### config.mk
export PLATFORM = sky130hd
export DESIGN_NAME = disaggregator_flat
export DESIGN_NICKNAME = d
export VERILOG_FILES = /design/src/rtl/disaggregator_if.sv /design/src/rtl/disaggregator.sv /design/src/flat_wrapper.sv
export SDC_FILE = /design/constraint.sdc
export NUM_CORES = 1
export LEC_CHECK = 0
export ABC_AREA = 1
export BUFFER_PORTS_ARGS = -buffer_cell sky130_fd_sc_hd__buf_2
export CORE_MARGIN = 5
export CORE_UTILIZATION = 50
export CTS_CLUSTER_SIZE = 16
export DETAILED_ROUTE_END_ITERATION = 16
export PLACE_DENSITY = 0.8
export SYNTH_ARGS = -nofsm -noshare
export SYNTH_HDL_FRONTEND = slang
export SYNTH_SLANG_ARGS = --single-unit
### constraint.sdc
create_clock -name clk -period 1.3 [get_ports clk]
set_input_delay 0.065 -clock clk [delete_from_list [all_inputs] [get_ports clk]]
set_output_delay 0.065 -clock clk [all_outputs]
set_load 0.1 [all_outputs]
### src/rtl/disaggregator_if.sv
// Handshake bundle between an upstream packed-word FIFO, the disaggregator and
// a narrow receiver FIFO. The disaggregator connects through the slave modport.
interface disaggregator_if #(
  parameter int DATA_WIDTH  = 8,
  parameter int FETCH_WIDTH = 2
);
  localparam int FWW = $clog2(FETCH_WIDTH) + 1;

  logic [FETCH_WIDTH*DATA_WIDTH-1:0] sender_data;
  logic                              sender_empty_n;
  logic                              sender_deq;
  logic [DATA_WIDTH-1:0]             receiver_data;
  logic                              receiver_full_n;
  logic                              receiver_enq;
  logic                              change_fetch_width;
  logic [FWW-1:0]                    input_fetch_width;

  modport master (
    output sender_data, sender_empty_n, receiver_full_n,
           change_fetch_width, input_fetch_width,
    input  sender_deq, receiver_data, receiver_enq
  );

  modport slave (
    input  sender_data, sender_empty_n, receiver_full_n,
           change_fetch_width, input_fetch_width,
    output sender_deq, receiver_data, receiver_enq
  );
endinterface

### src/rtl/disaggregator.sv
// Splits FETCH_WIDTH-lane packed words into single DATA_WIDTH lanes, lane 0 first.
// Optional DISAGGREGATOR_LAST_EN adds the receiver_last output port.
module disaggregator #(
  parameter int DATA_WIDTH  = 8,
  parameter int FETCH_WIDTH = 2
) (
  input  logic               clk,
  input  logic               rst,
  disaggregator_if.slave     bus
`ifdef DISAGGREGATOR_LAST_EN
  ,
  output logic               receiver_last
`endif
);
  localparam int FWW = $clog2(FETCH_WIDTH) + 1;
  localparam int IW  = (FETCH_WIDTH > 1) ? $clog2(FETCH_WIDTH) : 1;

  typedef enum logic {
    EMPTY = 1'b0,
    DRAIN = 1'b1
  } state_e;

  state_e                                  state_q, state_d;
  logic [FETCH_WIDTH-1:0][DATA_WIDTH-1:0]  data_buf_q, data_buf_d;
  logic [IW-1:0]                           idx_q, idx_d;
  logic [FWW-1:0]                          active_fw_q, active_fw_d;
  logic [FWW-1:0]                          pend_fw_q, pend_fw_d;
  logic                                    pend_valid_q, pend_valid_d;

  logic           buf_valid;
  logic           last;
  logic           apply_now;
  logic           enq;
  logic           deq;
  logic [FWW-1:0] req_fw;

  always_comb begin
    buf_valid = (state_q == DRAIN);
    last      = (FWW'(idx_q) == (active_fw_q - FWW'(1)));
    apply_now = pend_valid_q & ~buf_valid;
    enq       = buf_valid & bus.receiver_full_n;
    // A pending width change owns the empty cycle, so no word is taken then.
    deq       = bus.sender_empty_n & (~buf_valid | (enq & last)) & ~apply_now;

    if ((bus.input_fetch_width == '0) ||
        (bus.input_fetch_width > FWW'(FETCH_WIDTH))) begin
      req_fw = FWW'(FETCH_WIDTH);
    end else begin
      req_fw = bus.input_fetch_width;
    end

    state_d      = state_q;
    data_buf_d   = data_buf_q;
    idx_d        = idx_q;
    active_fw_d  = active_fw_q;
    pend_fw_d    = pend_fw_q;
    pend_valid_d = pend_valid_q;

    if (deq) begin
      data_buf_d = bus.sender_data;
      state_d    = DRAIN;
      idx_d      = '0;
    end else if (enq) begin
      if (last) begin
        state_d = EMPTY;
        idx_d   = '0;
      end else begin
        idx_d = idx_q + IW'(1);
      end
    end

    if (apply_now) begin
      active_fw_d  = pend_fw_q;
      pend_valid_d = 1'b0;
    end

    // A fresh request in the apply cycle survives as the next pending value.
    if (bus.change_fetch_width) begin
      pend_fw_d    = req_fw;
      pend_valid_d = 1'b1;
    end
  end

  always_comb begin
    bus.receiver_data = data_buf_q[idx_q];
    bus.receiver_enq  = enq;
    bus.sender_deq    = deq;
  end

`ifdef DISAGGREGATOR_LAST_EN
  always_comb begin
    receiver_last = buf_valid & last;
  end
`endif

  always_ff @(posedge clk) begin
    if (rst) begin
      state_q      <= EMPTY;
      data_buf_q   <= '0;
      idx_q        <= '0;
      active_fw_q  <= FWW'(FETCH_WIDTH);
      pend_fw_q    <= FWW'(FETCH_WIDTH);
      pend_valid_q <= 1'b0;
    end else begin
      state_q      <= state_d;
      data_buf_q   <= data_buf_d;
      idx_q        <= idx_d;
      active_fw_q  <= active_fw_d;
      pend_fw_q    <= pend_fw_d;
      pend_valid_q <= pend_valid_d;
    end
  end
endmodule

### src/flat_wrapper.sv
// flat-port wrapper written by rule: the top's interface ports become plain ports
module disaggregator_flat 
#(
  parameter int DATA_WIDTH  = 8,
  parameter int FETCH_WIDTH = 2
)
  (clk, rst, bus_sender_data, bus_sender_empty_n, bus_receiver_full_n, bus_change_fetch_width, bus_input_fetch_width, bus_sender_deq, bus_receiver_data, bus_receiver_enq);
  disaggregator_if #(.DATA_WIDTH(DATA_WIDTH), .FETCH_WIDTH(FETCH_WIDTH)) bus_i ();
  input  logic clk;
  input  logic rst;
  input wire logic [$bits(bus_i.sender_data)-1:0] bus_sender_data;
  input wire logic [$bits(bus_i.sender_empty_n)-1:0] bus_sender_empty_n;
  input wire logic [$bits(bus_i.receiver_full_n)-1:0] bus_receiver_full_n;
  input wire logic [$bits(bus_i.change_fetch_width)-1:0] bus_change_fetch_width;
  input wire logic [$bits(bus_i.input_fetch_width)-1:0] bus_input_fetch_width;
  output wire logic [$bits(bus_i.sender_deq)-1:0] bus_sender_deq;
  output wire logic [$bits(bus_i.receiver_data)-1:0] bus_receiver_data;
  output wire logic [$bits(bus_i.receiver_enq)-1:0] bus_receiver_enq;
  assign bus_i.sender_data = bus_sender_data;
  assign bus_i.sender_empty_n = bus_sender_empty_n;
  assign bus_i.receiver_full_n = bus_receiver_full_n;
  assign bus_i.change_fetch_width = bus_change_fetch_width;
  assign bus_i.input_fetch_width = bus_input_fetch_width;
  assign bus_sender_deq = bus_i.sender_deq;
  assign bus_receiver_data = bus_i.receiver_data;
  assign bus_receiver_enq = bus_i.receiver_enq;
  disaggregator #(.DATA_WIDTH(DATA_WIDTH), .FETCH_WIDTH(FETCH_WIDTH)) u_core (.clk(clk), .rst(rst), .bus(bus_i));
endmodule
[Word level (Yosys, flattened, before mapping)]
Index checks and enable logic that the tools add are counted.
Storage, ports and cells
  logic and storage cells: 36
  bits of input ports: 23
  flip-flop bits (word level): 23
  output and inout bits: 10
Cells by class
  bitwise operators: 8
  add/sub/neg operators: 2
  reductions and logical operators: 7
  eq/ne operators: 1
  mux-type cells: 9
  magnitude comparators: 2
Operators by type and width (number)
  two-way mux 8 bit: 2
  two-way mux 1 bit: 6
  nonzero test 2 bit: 3
  AND 1 bit: 5
  equality test 1 x 2 -> 1 bit: 1
  > comparator 2 bit, second input constant: 1
  zero test 2 bit: 1
  < comparator 1 x 2 -> 1 bit, second input constant: 1
  two-way mux 2 bit: 1
  inverter 1 bit: 2
  AND reduction 2 bit: 1
  OR reduction 2 bit: 1
  subtractor 2 x 1 -> 2 bit, second input constant: 1
  adder 1 bit, second input constant: 1
  logical OR 1 bit: 1
  bitwise OR 1 bit: 1

[Depth between registers and ports, before layout]
  depth after elaboration: 8
  mapped depth: 9
  depth with buffers taken out: 8

[Worst setup path after synthesis]
OpenSTA, ideal clock, no wires.
  path kind: register to register
  from: register u_core.state_q (netlist: u_core.buf_valid)
  to: register u_core.idx_q
  stages on the path, launching flop included: 8
  required time: 1.149 ns
  path buffers: 0
  period minus slack after synthesis: 2.010 ns
  setup slack: -0.710 ns
  library setup time: 0.151 ns
  data arrival time: 1.859 ns
  path through: dfxtp_1 > nand2_1 > inv_2 > nand3_1 > nand2_2 > nand2_1 > inv_1 > nor2_1
On the way
  word-level cells in the longest chain between the ends: 6
  elaborated cells on any way between the ends: 9
  those cells by class: 8 x bitwise; 1 x reduce/logical
Ends and longest elaborated chain
  start: declaration: line disaggregator.sv:23  | state_e state_q, state_d;
  start signal: assignment: line disaggregator.sv:105  | state_q <= state_d;
  AND 1 bit: line disaggregator.sv:41  | enq = buf_valid & bus.receiver_full_n;
  net bus_receiver_enq: line flat_wrapper.sv:18  | output wire logic [$bits(bus_i.receiver_enq)-1:0] bus_receiver_enq;
  AND 1 bit: line disaggregator.sv:43  | deq = bus.sender_empty_n & (~buf_valid | (enq & last)) & ~apply_now;
  bitwise OR 1 bit: line disaggregator.sv:43
  AND 1 bit (2 in a row): line disaggregator.sv:43
  net bus_sender_deq: line flat_wrapper.sv:16  | output wire logic [$bits(bus_i.sender_deq)-1:0] bus_sender_deq;
  OR reduction 2 bit (no source line)
  end signal: assignment: line disaggregator.sv:107  | idx_q <= idx_d;
  end: declaration: line disaggregator.sv:25  | logic [IW-1:0] idx_q, idx_d;
The timed path passes the listed nets, and every way through them passes these cells.
A chain may end at the register's enable or synchronous reset.

[Worst setup path in the final report]
  from: register u_core.active_fw_q[0]
  to: register u_core.data_buf_q[3] (netlist name)
On the way
  word-level cells in the longest chain between the ends: 6
Ends and longest elaborated chain
  start: declaration: line disaggregator.sv:26  | logic [FWW-1:0] active_fw_q, active_fw_d;
  start signal: assignment: line disaggregator.sv:101  | active_fw_q <= FWW'(FETCH_WIDTH);
  start signal: assignment: line disaggregator.sv:108  | active_fw_q <= active_fw_d;
  subtractor 2 x 1 -> 2 bit: line disaggregator.sv:39  | last = (FWW'(idx_q) == (active_fw_q - FWW'(1)));
  equality test 1 x 2 -> 1 bit: line disaggregator.sv:39
  AND 1 bit: line disaggregator.sv:43
  bitwise OR 1 bit: line disaggregator.sv:43
  AND 1 bit (2 in a row): line disaggregator.sv:43
  end signal: assignment: line disaggregator.sv:106  | data_buf_q <= data_buf_d;
  end: declaration: line disaggregator.sv:24  | logic [FETCH_WIDTH-1:0][DATA_WIDTH-1:0] data_buf_q, data_buf_d;
Every way passes these cells.

==> impl_metrics.toml <==
[critical_path]
reg2reg_from = "u_core.active_fw_q[0]"
rr_endpoint = "u_core.data_buf_q[3]"
worst_setup_path_start_kind = "flip-flop"
required_ns = 1.52
worstRegToRegCells = 11
cp-startpoint = "u_core.active_fw_q[0]"
crit_arrival_ns = 1.71
path_max_fanout = 6
r2r_slack_ns = -0.18
critPathKind = "reg2reg"
endpoint = "u_core.data_buf_q[3]"
end_kind = "flip-flop"

[timing]
rsz0062_at_grt = "yes"
min_period_ns = 1.48
tightest_slew_ns = 0.456
relSlewSlack = 0.696
drv_slew = 0
setup_viol = 23
setup_slack_ns = -0.183
fmax_ghz = 0.674
period_share = 1.14
fin_tns_setup_ns = -2.45
hold_violations = 0
fin_worst_skew_ns = 0.0104

[cts]
clk_pin_slew_worst_paths_ns = 0.14
cts_max_path_buffers = 2
cts-root-buf = "clkbuf_4"
cts_max_level = 1
clk_latency_ns = 0.32
cts_made_buffers = 3
numClockSinks = 23
tritoncts = "yes"

[route]
ant_nets = 0
wl_per_cell_microns = 17.7
route.vias.total = 1423
drt_iter0_markers = 88
drtPass1Iterations = 5
wl_mm = 4.46
drcViolationCount = 0
vias_per_cell = 5.65

[layout]
fin_nets = 248
mostFrequentLayoutCell = "nand2_1"
syn_to_final_growth_pct = 79.0
n_antenna_cell = 0
fill_cells = 85
drive_gt1_frac = 0.540
final_cell_mix = "24 x nand2_1, 22 x nand2_2, 22 x buf_2"

[grt]
grt_usage = 0.189
grt-ovfl-total = 0
grt_max_degree = 23
grt_pass1_vias = 1147
grt_pass1_wl_mm = 4.92
antenna_found_initial = 0

[die]
core-area_sq_um = 2170
dieHeight_microns = 57.1
pin_count = 33
die_area_sq_um = 3260
initial_core_util = 0.511
rows = 17
die_w_microns = 57.1

[synthesis]
post_synth.cell_area_avg_sq_um = 6.52
synth_top_area_frac = 0.415
yosys.area.top_type = "dfxtp_1"
seq_area_frac_synth = 0.415
synthTopCellsByArea = "dfxtp_1 42%, nand2_1 16%, a21oi_1 8.1%, inv_1 8.1%, nand3_1 7.7%"
syn-cell-area_sq_um = 1110
syn_inst = 170
synth.distinct_cells = 17
ys_seq_elements = 23
synth_fp_nets = 193
ys_warn_count = 0

[flow_run]
cap_violations = 0

[placement]
port_buffers = 32
hpwl_mm = 1.88
gp_congestion = 0.784

[pwr]
p_total_w = 0.00214
power.density_nw_per_um2 = 1080
p_leak_nw = 0.970
irDropWorstVdd_v = 0.00124

[status]
violations = "setup timing"
status = "finished, violations left"

[hold_path]
hp-class = "in2reg"
==> synth_stat cells <==
cell type	n
nor3_1	1
buf_2	3
buf_6	2
nand3_1	17
o211ai_1	3
clkbuf_1	2
nand2_1	48
o21ai_0	2
inv_2	2
dfxtp_1	23
nand2_2	1
nor2_2	1
inv_1	24
a21oi_1	18
nor2_1	20
o211a_1	1
buf_4	2
==> area by class of cell <==
class                   instances  area (sq um)  share of cell area
clock buffers                   4          26.3              0.0132
inverters                      26           116              0.0586
multi-input cells             112           709               0.358
flip-flops and latches         23           473               0.238
well taps                      28          35.0              0.0177
repair buffers                 59           624               0.315
==> per-layer routing <==
layer  global-route usage  vias up  routed length [microns]
li1                     -      631                        -
met1                0.227      670                     1680
met2                0.341       95                     2240
met3               0.0271       27                      319
met4               0.0695        0                      227
met5                    0        -                        0
==> worst min path at each step <==
stage	endpoint	slack [ns]	from	depth (start not counted)
after floorplan	u_core.buf_valid	0.12	rst	1
after global placement	u_core.buf_valid	0.25	rst	2
after detailed placement	u_core.buf_valid	0.26	rst	2
after CTS	u_core.pend_fw_q[1]	0.06	bus_input_fetch_width[1]	3
after global routing	u_core.data_buf_q[10]	0.07	bus_sender_data[10]	5
final	u_core.pend_fw_q[1]	0.04	bus_input_fetch_width[1]	3
==> critical path: stages, from the launching register on <==
cell	delay, ns
dfxtp_4	0.38
inv_2	0.05
nand2_2	0.06
nand2_2	0.09
nand3_4	0.07
nand2_4	0.08
buf_4	0.12
buf_8	0.14
clkbuf_16	0.15
nand3_1	0.08
nand2_1	0.09
nor2_1	0.05
==> report_power, final <==
group | total [W] | leakage, nW | switching, W | internal (W)
combinational | 0.000958 | 0.763 | 0.000558 | 0.000399
sequential | 0.000831 | 0.192 | 0.0000633 | 0.000768
clock | 0.000348 | 0.0150 | 0.000228 | 0.000120
==> registers in the layout, indices dropped and copies added, names as in the netlist <==
signal	flops
u_core.data_buf_q	16
u_core.active_fw_q	2
u_core.pend_fw_q	2
u_core.buf_valid	1
u_core.idx_q	1
u_core.pend_valid_q	1
==> kinds of logic after synthesis <==
group | synth area share
AND/OR/NAND/NOR | 0.323
buffers and inverters | 0.142
AO/OA/AOI/OAI | 0.120
flip-flops | 0.415
==> stage by stage <==
step                cell area, sq um  cells  hold slack (ns)   util  setup slack (ns)
detailed placement              1520    229            0.261  0.702            0.0796
floorplan                       1170    170            0.124      -            -0.149
global route                    1980    252           0.0712  0.915            -0.235
CTS                             1650    244           0.0598  0.762           -0.0832
finish                          1980    252           0.0392  0.915            -0.183
global placement                1520    229            0.254  0.702             0.121
==> timing repair <==
item                                    CTS  global route
endpoints found under the hold margin     3             0
setup buffers                             9             4
endpoints found under the setup margin    9            25
pin swaps                                 5            15
hold buffers                              2             0
gates resized for setup                   9            59
cloned                                    0             4
(Power assumes the default switching activity.)
